==> src/rtl/imem_loader.sv <==
// Boot-time instruction memory loader: parses SYNC, LEN_LO, LEN_HI, payload, CHK frames and writes payload bytes.
// Latency: each accepted payload byte produces its mem_we strobe exactly one cycle later; back-to-back bytes give one write per cycle.
// Backpressure: rx_ready is high in every cycle except the one following a reset cycle; the loader never stalls the link otherwise.
//
// Ports:
//   clk, reset                 : system clock, synchronous active-high reset
//   rx_valid/rx_ready/rx_data  : byte stream from the host link (transfer when valid && ready)
//   mem_we/mem_addr/mem_wdata  : byte write port into the instruction memory
//   cpu_hold                   : keeps the CPU in reset until a frame loads cleanly
//   done/error                 : sticky outcome of the last frame
//   bytes_loaded               : payload bytes written by the current or last frame
module imem_loader #(
    parameter int unsigned DEPTH       = 256,
    parameter int unsigned ADDR_W      = 8,
    parameter int unsigned BASE_ADDR   = 0,
    parameter logic [7:0]  SYNC_BYTE   = 8'hA5,
    parameter int unsigned TIMEOUT_CYC = 1024
) (
    input  logic              clk,
    input  logic              reset,
    input  logic              rx_valid,
    input  logic [7:0]        rx_data,
    output logic              rx_ready,
    output logic              mem_we,
    output logic [ADDR_W-1:0] mem_addr,
    output logic [7:0]        mem_wdata,
    output logic              cpu_hold,
    output logic              done,
    output logic              error,
    output logic [15:0]       bytes_loaded
);

    localparam int unsigned         TO_W     = $clog2(TIMEOUT_CYC + 1);
    localparam logic [TO_W-1:0]     TO_LIMIT = TO_W'(TIMEOUT_CYC);
    // Largest payload that fits between BASE_ADDR and the top of memory.
    localparam logic [16:0]         MAX_LEN  = 17'(DEPTH - BASE_ADDR);
    localparam logic [ADDR_W-1:0]   BASE_PTR = ADDR_W'(BASE_ADDR);

    typedef enum logic [2:0] {
        S_IDLE,
        S_LEN_LO,
        S_LEN_HI,
        S_PAYLOAD,
        S_CHECK,
        S_DONE,
        S_ERR
    } state_t;

    state_t            state_q;
    logic              rx_ready_q;
    logic              mem_we_q;
    logic [ADDR_W-1:0] mem_addr_q;
    logic [7:0]        mem_wdata_q;
    logic              cpu_hold_q;
    logic              done_q;
    logic              error_q;
    logic [15:0]       bytes_loaded_q;
    logic [7:0]        len_lo_q;
    logic [15:0]       len_q;
    logic [ADDR_W-1:0] ptr_q;
    logic [7:0]        acc_q;
    logic [TO_W-1:0]   to_q;

    logic              rx_fire;
    logic [15:0]       len_n;
    logic              in_frame;
    logic              last_payload;

    assign rx_fire      = rx_valid && rx_ready_q;
    assign len_n        = {rx_data, len_lo_q};
    // The idle timeout only runs while a frame is partially received.
    assign in_frame     = (state_q == S_LEN_LO) || (state_q == S_LEN_HI) ||
                          (state_q == S_PAYLOAD) || (state_q == S_CHECK);
    assign last_payload = (bytes_loaded_q == (len_q - 16'd1));

    always_ff @(posedge clk) begin
        if (reset) begin
            state_q        <= S_IDLE;
            rx_ready_q     <= 1'b0;
            mem_we_q       <= 1'b0;
            mem_addr_q     <= BASE_PTR;
            mem_wdata_q    <= 8'h00;
            cpu_hold_q     <= 1'b1;
            done_q         <= 1'b0;
            error_q        <= 1'b0;
            bytes_loaded_q <= 16'd0;
            len_lo_q       <= 8'h00;
            len_q          <= 16'd0;
            ptr_q          <= BASE_PTR;
            acc_q          <= 8'h00;
            to_q           <= '0;
        end else begin
            rx_ready_q <= 1'b1;
            mem_we_q   <= 1'b0;

            if (in_frame && !rx_fire) begin
                // Link went quiet mid-frame: count idle cycles, abort once the limit is reached.
                if (to_q >= TO_LIMIT) begin
                    state_q <= S_ERR;
                    error_q <= 1'b1;
                    to_q    <= '0;
                end else begin
                    to_q <= to_q + 1'b1;
                end
            end else begin
                to_q <= '0;
                if (rx_fire) begin
                    case (state_q)
                        // DONE and ERR behave like IDLE: only a sync byte does anything.
                        S_IDLE, S_DONE, S_ERR: begin
                            if (rx_data == SYNC_BYTE) begin
                                state_q        <= S_LEN_LO;
                                done_q         <= 1'b0;
                                error_q        <= 1'b0;
                                bytes_loaded_q <= 16'd0;
                                acc_q          <= 8'h00;
                                cpu_hold_q     <= 1'b1;
                            end
                        end
                        S_LEN_LO: begin
                            len_lo_q <= rx_data;
                            state_q  <= S_LEN_HI;
                        end
                        S_LEN_HI: begin
                            len_q <= len_n;
                            // Rejecting oversize frames here is what keeps the pointer from wrapping.
                            if ({1'b0, len_n} > MAX_LEN) begin
                                state_q <= S_ERR;
                                error_q <= 1'b1;
                            end else if (len_n == 16'd0) begin
                                state_q <= S_CHECK;
                            end else begin
                                state_q <= S_PAYLOAD;
                                ptr_q   <= BASE_PTR;
                            end
                        end
                        S_PAYLOAD: begin
                            // A payload byte equal to SYNC_BYTE is plain data here.
                            mem_we_q       <= 1'b1;
                            mem_addr_q     <= ptr_q;
                            mem_wdata_q    <= rx_data;
                            ptr_q          <= ptr_q + 1'b1;
                            acc_q          <= acc_q + rx_data;
                            bytes_loaded_q <= bytes_loaded_q + 16'd1;
                            if (last_payload) begin
                                state_q <= S_CHECK;
                            end
                        end
                        S_CHECK: begin
                            if (rx_data == acc_q) begin
                                state_q    <= S_DONE;
                                done_q     <= 1'b1;
                                cpu_hold_q <= 1'b0;
                            end else begin
                                state_q <= S_ERR;
                                error_q <= 1'b1;
                            end
                        end
                        default: begin
                            state_q <= S_IDLE;
                        end
                    endcase
                end
            end
        end
    end

    // A write registered from the byte accepted just before reset must not reach memory,
    // so the strobe is masked while reset is present.
    assign mem_we       = mem_we_q & ~reset;
    assign rx_ready     = rx_ready_q;
    assign mem_addr     = mem_addr_q;
    assign mem_wdata    = mem_wdata_q;
    assign cpu_hold     = cpu_hold_q;
    assign done         = done_q;
    assign error        = error_q;
    assign bytes_loaded = bytes_loaded_q;

endmodule

==> config.mk <==
export PLATFORM = sky130hd
export DESIGN_NAME = imem_loader
export DESIGN_NICKNAME = d
export VERILOG_FILES = /design/src/rtl/imem_loader.sv
export SDC_FILE = /design/constraint.sdc
export NUM_CORES = 1
export LEC_CHECK = 0
export BUFFER_PORTS_ARGS = -buffer_cell sky130_fd_sc_hd__buf_2
export CORE_ASPECT_RATIO = 0.9
export CORE_MARGIN = 3
export CORE_UTILIZATION = 45
export CTS_CLUSTER_DIAMETER = 100
export DETAILED_ROUTE_END_ITERATION = 12
export GPL_TIMING_DRIVEN = 0
export HOLD_SLACK_MARGIN = 0.08
export PLACE_DENSITY_LB_ADDON = 0.08
export SYNTH_ARGS = -nofsm -noshare
export SYNTH_HDL_FRONTEND = slang
export SYNTH_SLANG_ARGS = --single-unit
export TNS_END_PERCENT = 1
==> constraint.sdc <==
create_clock -name clk -period 3.2 [get_ports clk]
set_clock_uncertainty 0.1 [all_clocks]
set_input_delay 0.32 -clock clk [delete_from_list [all_inputs] [get_ports clk]]
set_output_delay 0.32 -clock clk [all_outputs]
set_load 0.05 [all_outputs]
==> key figures <==
Finish
  • # fillers: about 990
  • Layout Nets: 670
  • Ant diodes: 0
  • Layout Utilization: approximately 54%
  • Multi-input logic area: 2800 um2
  • Share of cells above drive strength 1: 12.2%
  • Syn-to-layout area delta: 15.2%
  • Register area: 1820 um2
  • Design Area, Final: 5570 um2
  • Non-filler cells, final: 779

Clock tree
  • H-tree levels: 3
  • CTS Sinks: slightly above 90
  • CTS Buffer Depth: 2
  • Clk Latency, worst-skew pair: 340 ps
  • CTS Root Cell: clkbuf_16
  • Total CTS buffers: 9
  • CTS tree: built
  • Cts hold-fix bufs: 0
  • Resized cells post-CTS: 0
  • Post-CTS setup buffers: 0
  • Worst-path clk slew: about 70 ps

GRT
  • Total Routing Usage GR: 21.8%
  • Pin count of the biggest net entering global routing: 16
  • Grt total ovfl: 0
  • Vias in the first global route: between 4k and 5k
  • Initial antenna violation count: 0
  • First-pass GRT wire length: between 20000 and 25000 um

Synthesis
  • Ys flop type: dfxtp_1
  • Netlist Area Pre-Place: 4840 um2
  • Syn_nets: just over 600
  • Synth Warn #: 0
  • Post-Synth XOR/XNOR Area: ~7.8%
  • Synth top cells by count: dfxtp_1, nor2_1, nand2_1, a21oi_1, clkbuf_1
  • Synth Area in Adders: under 10%
  • Mux contribution to synthesized area: ~5.2%
  • Compound-gate portion of the synthesized area: 14.1%
  • Post-synth EDFFs: 0
  • Largest family of logic cells by synthesized area: simple AND/OR/NAND/NOR gates
  • Register area share after synthesis: 37.7%
  • Async SR Flop Fraction: 0%
  • Flops & latches, synth: 91
  • Synth Area in Simple Gates: 27.1%
  • Avg Cell Area, Syn: slightly above 8 um2
  • Most area-consuming cells after synthesis: dfxtp_1, nor2_1, a21oi_1
  • Synth cell types: 63
  • Post-Syn Instances: between 500 and 600
  • Post-synth top area share: 37.7%
  • Most frequent cell after synthesis: dfxtp_1
  • Yosys top cell by area: dfxtp_1

Worst setup path
  • Critical Path Max Stage Delay: roughly 510 ps
  • Most frequent cell on the critical path: o22ai_1
  • Worst path required time: ~3400 ps
  • Startpoint class of the critical path: register
  • Crit-path max FO: 8
  • Critical path type: reg -> reg
  • CP Cell Sequence: clkbuf_8, inv_1, ha_1, or4b_4, or3_1, o22ai_1, o22ai_1, o41ai_4, a41o_1
  • Crit path buffers/inverters: 2
  • CP arrival: around 3000 ps
  • CP endpoint kind: register
  • CP delay by family, top: compound AO/OA/AOI/OAI gates
  • Slowest stage cell on the critical path: or4b_4

Placement
  • DP HPWL: ~9500 um
  • # port buffers: 45
  • GP Congestion: just under 0.9
  • DP Area: 5220 um2
  • Placed Instances: about 760
  • Dpl ws: between 400 and 500 ps

Job
  • Max-Cap Viols: 0

Pwr
  • Pwr per Cell Area: about 440 nW/um2
  • Net Sw Frac: 20.7%
  • Int Power: between 1.5 and 2 mW
  • Total power draw: ~2.4 mW
  • Worst vdd ir: 0.306 mV
  • Static Leak: 2.15 nW
  • NetSw: just over 0.5 mW
  • Power share of the sequential group: 46.4%
  • Comb pwr share: approximately 3.0%
  • Clock power share: 50.6%

STA
  • Final cycle utilization of the critical path: between 80% and 90%
  • Slew @ Worst Pin: a little over 800 ps
  • Setup-failing EPs final: 0
  • RSZ-0062 raised after global routing: no
  • Final worst slack: between 300 and 400 ps
  • Fmax: around 350 MHz
  • Slew HR: 45.1%
  • Fin crit period: 2830 ps
  • Final Hold Vio Count: 0
  • Fin. max-slew vios: 0
  • Setup_tns: 0 ps
  • Hold Slack: ~210 ps

Route
  • Routed wire length: around 13000 um
  • Post-route DRC: 0
  • Post-route antenna net violation count: 0
  • Vias: ~4.5k
  • TritonRoute pass-1 iters: 5
  • Via-to-Cell Ratio: ~5.7
  • Initial drt markers: approximately 420
  • Routed WL per cell: between 15 and 20 um

Floorplan
  • Chip width: roughly 120 um
  • Die area: 12000 um2
  • Site Rows: 35
  • Initial Util: 46.6%
  • Die height: 104 um
  • I/O pin count: 48
  • Core area: 10400 um2

Hold path
  • Hold Path Class: in -> reg

Outcome
  • Status: complete, no violations
-- logic make-up after synthesis --
group	after synthesis
and+or+nand+nor	260
buffers and inverters	49
muxes	25
AOI/OAI and AO/OA	109
DFF	91
xor gates and xnor gates	43
adders and majority gates	13
-- per-layer routing --
metal  global-route usage, %  part of all wire (%)  vias to the layer above
met5                       0                     0                        -
met3                    3.66                   4.4                       18
li1                        -                     -                     2200
met1                    31.7                    49                     2131
met2                    33.0                    45                      129
met4                    6.45                   1.8                        0
-- area by class of cell --
| type | instances | share of cell area (%) |
|---|---|---|
| inverters | 11 | 0.741 |
| plain buffers | 38 | 3.21 |
| repair buffers | 45 | 4.04 |
| flip-flops and latches | 91 | 32.7 |
| clock buffers | 10 | 4.29 |
| well taps | 129 | 2.90 |
| clock inverters | 5 | 1.98 |
| multi-input cells | 450 | 50.2 |
-- registers in the layout, indices dropped and copies added (netlist names) --
name	count
acc_q	8
mem_we_q	1
rx_ready	1
mem_addr	8
done	1
len_lo_q	8
mem_wdata	8
cpu_hold	1
bytes_loaded	16
ptr_q	8
len_q	16
state_q	3
error	1
to_q	11
-- path summary, 6_finish.rpt --
check,startpoint,endpoint,slack (ps),depth (start not counted)
min,rx_data[4],mem_wdata[4],210,3
max,len_q[0],state_q[2],370,9
min reg2reg,mem_wdata[2],mem_wdata[2],350,2
max reg2reg,len_q[0],state_q[2],370,9
-- cell usage in the layout (no fill, tap or decap), types with 8 or more instances in the layout --
cell	instances
clkbuf_1	30
or3_1	8
inv_1	11
nand3_1	21
clkbuf_16	9
ha_1	12
nand2_1	66
o21ai_0	19
xor2_1	17
buf_2	47
a21oi_1	50
mux2i_1	24
dfxtp_1	91
nand4_1	17
nor3_1	18
and3_1	8
nor2_1	75
xnor2_1	26
-- worst register-to-register path: stages (launching register included) --
cell      delay (ps)
dfxtp_1          300
clkbuf_8         150
inv_1             80
ha_1             270
or4b_4           510
or3_1            360
o22ai_1          120
o22ai_1          150
o41ai_4          500
a41o_1           240
-- power groups by stage --
| stage | Combinational [mW] | Sequential [mW] | Clock [mW] |
|---|---|---|---|
| CTS | 0.0724 | 1.13 | 1.26 |
| finish | 0.0729 | 1.13 | 1.24 |
| detailed placement | 0.0722 | 1.16 | 0 |
| global placement | 0.0717 | 1.16 | 0 |
| floorplan | 0.0364 | 1.16 | 0 |
| global route | 0.0793 | 1.13 | 1.30 |
No activity file was read; power rests on OpenSTA's default activity.
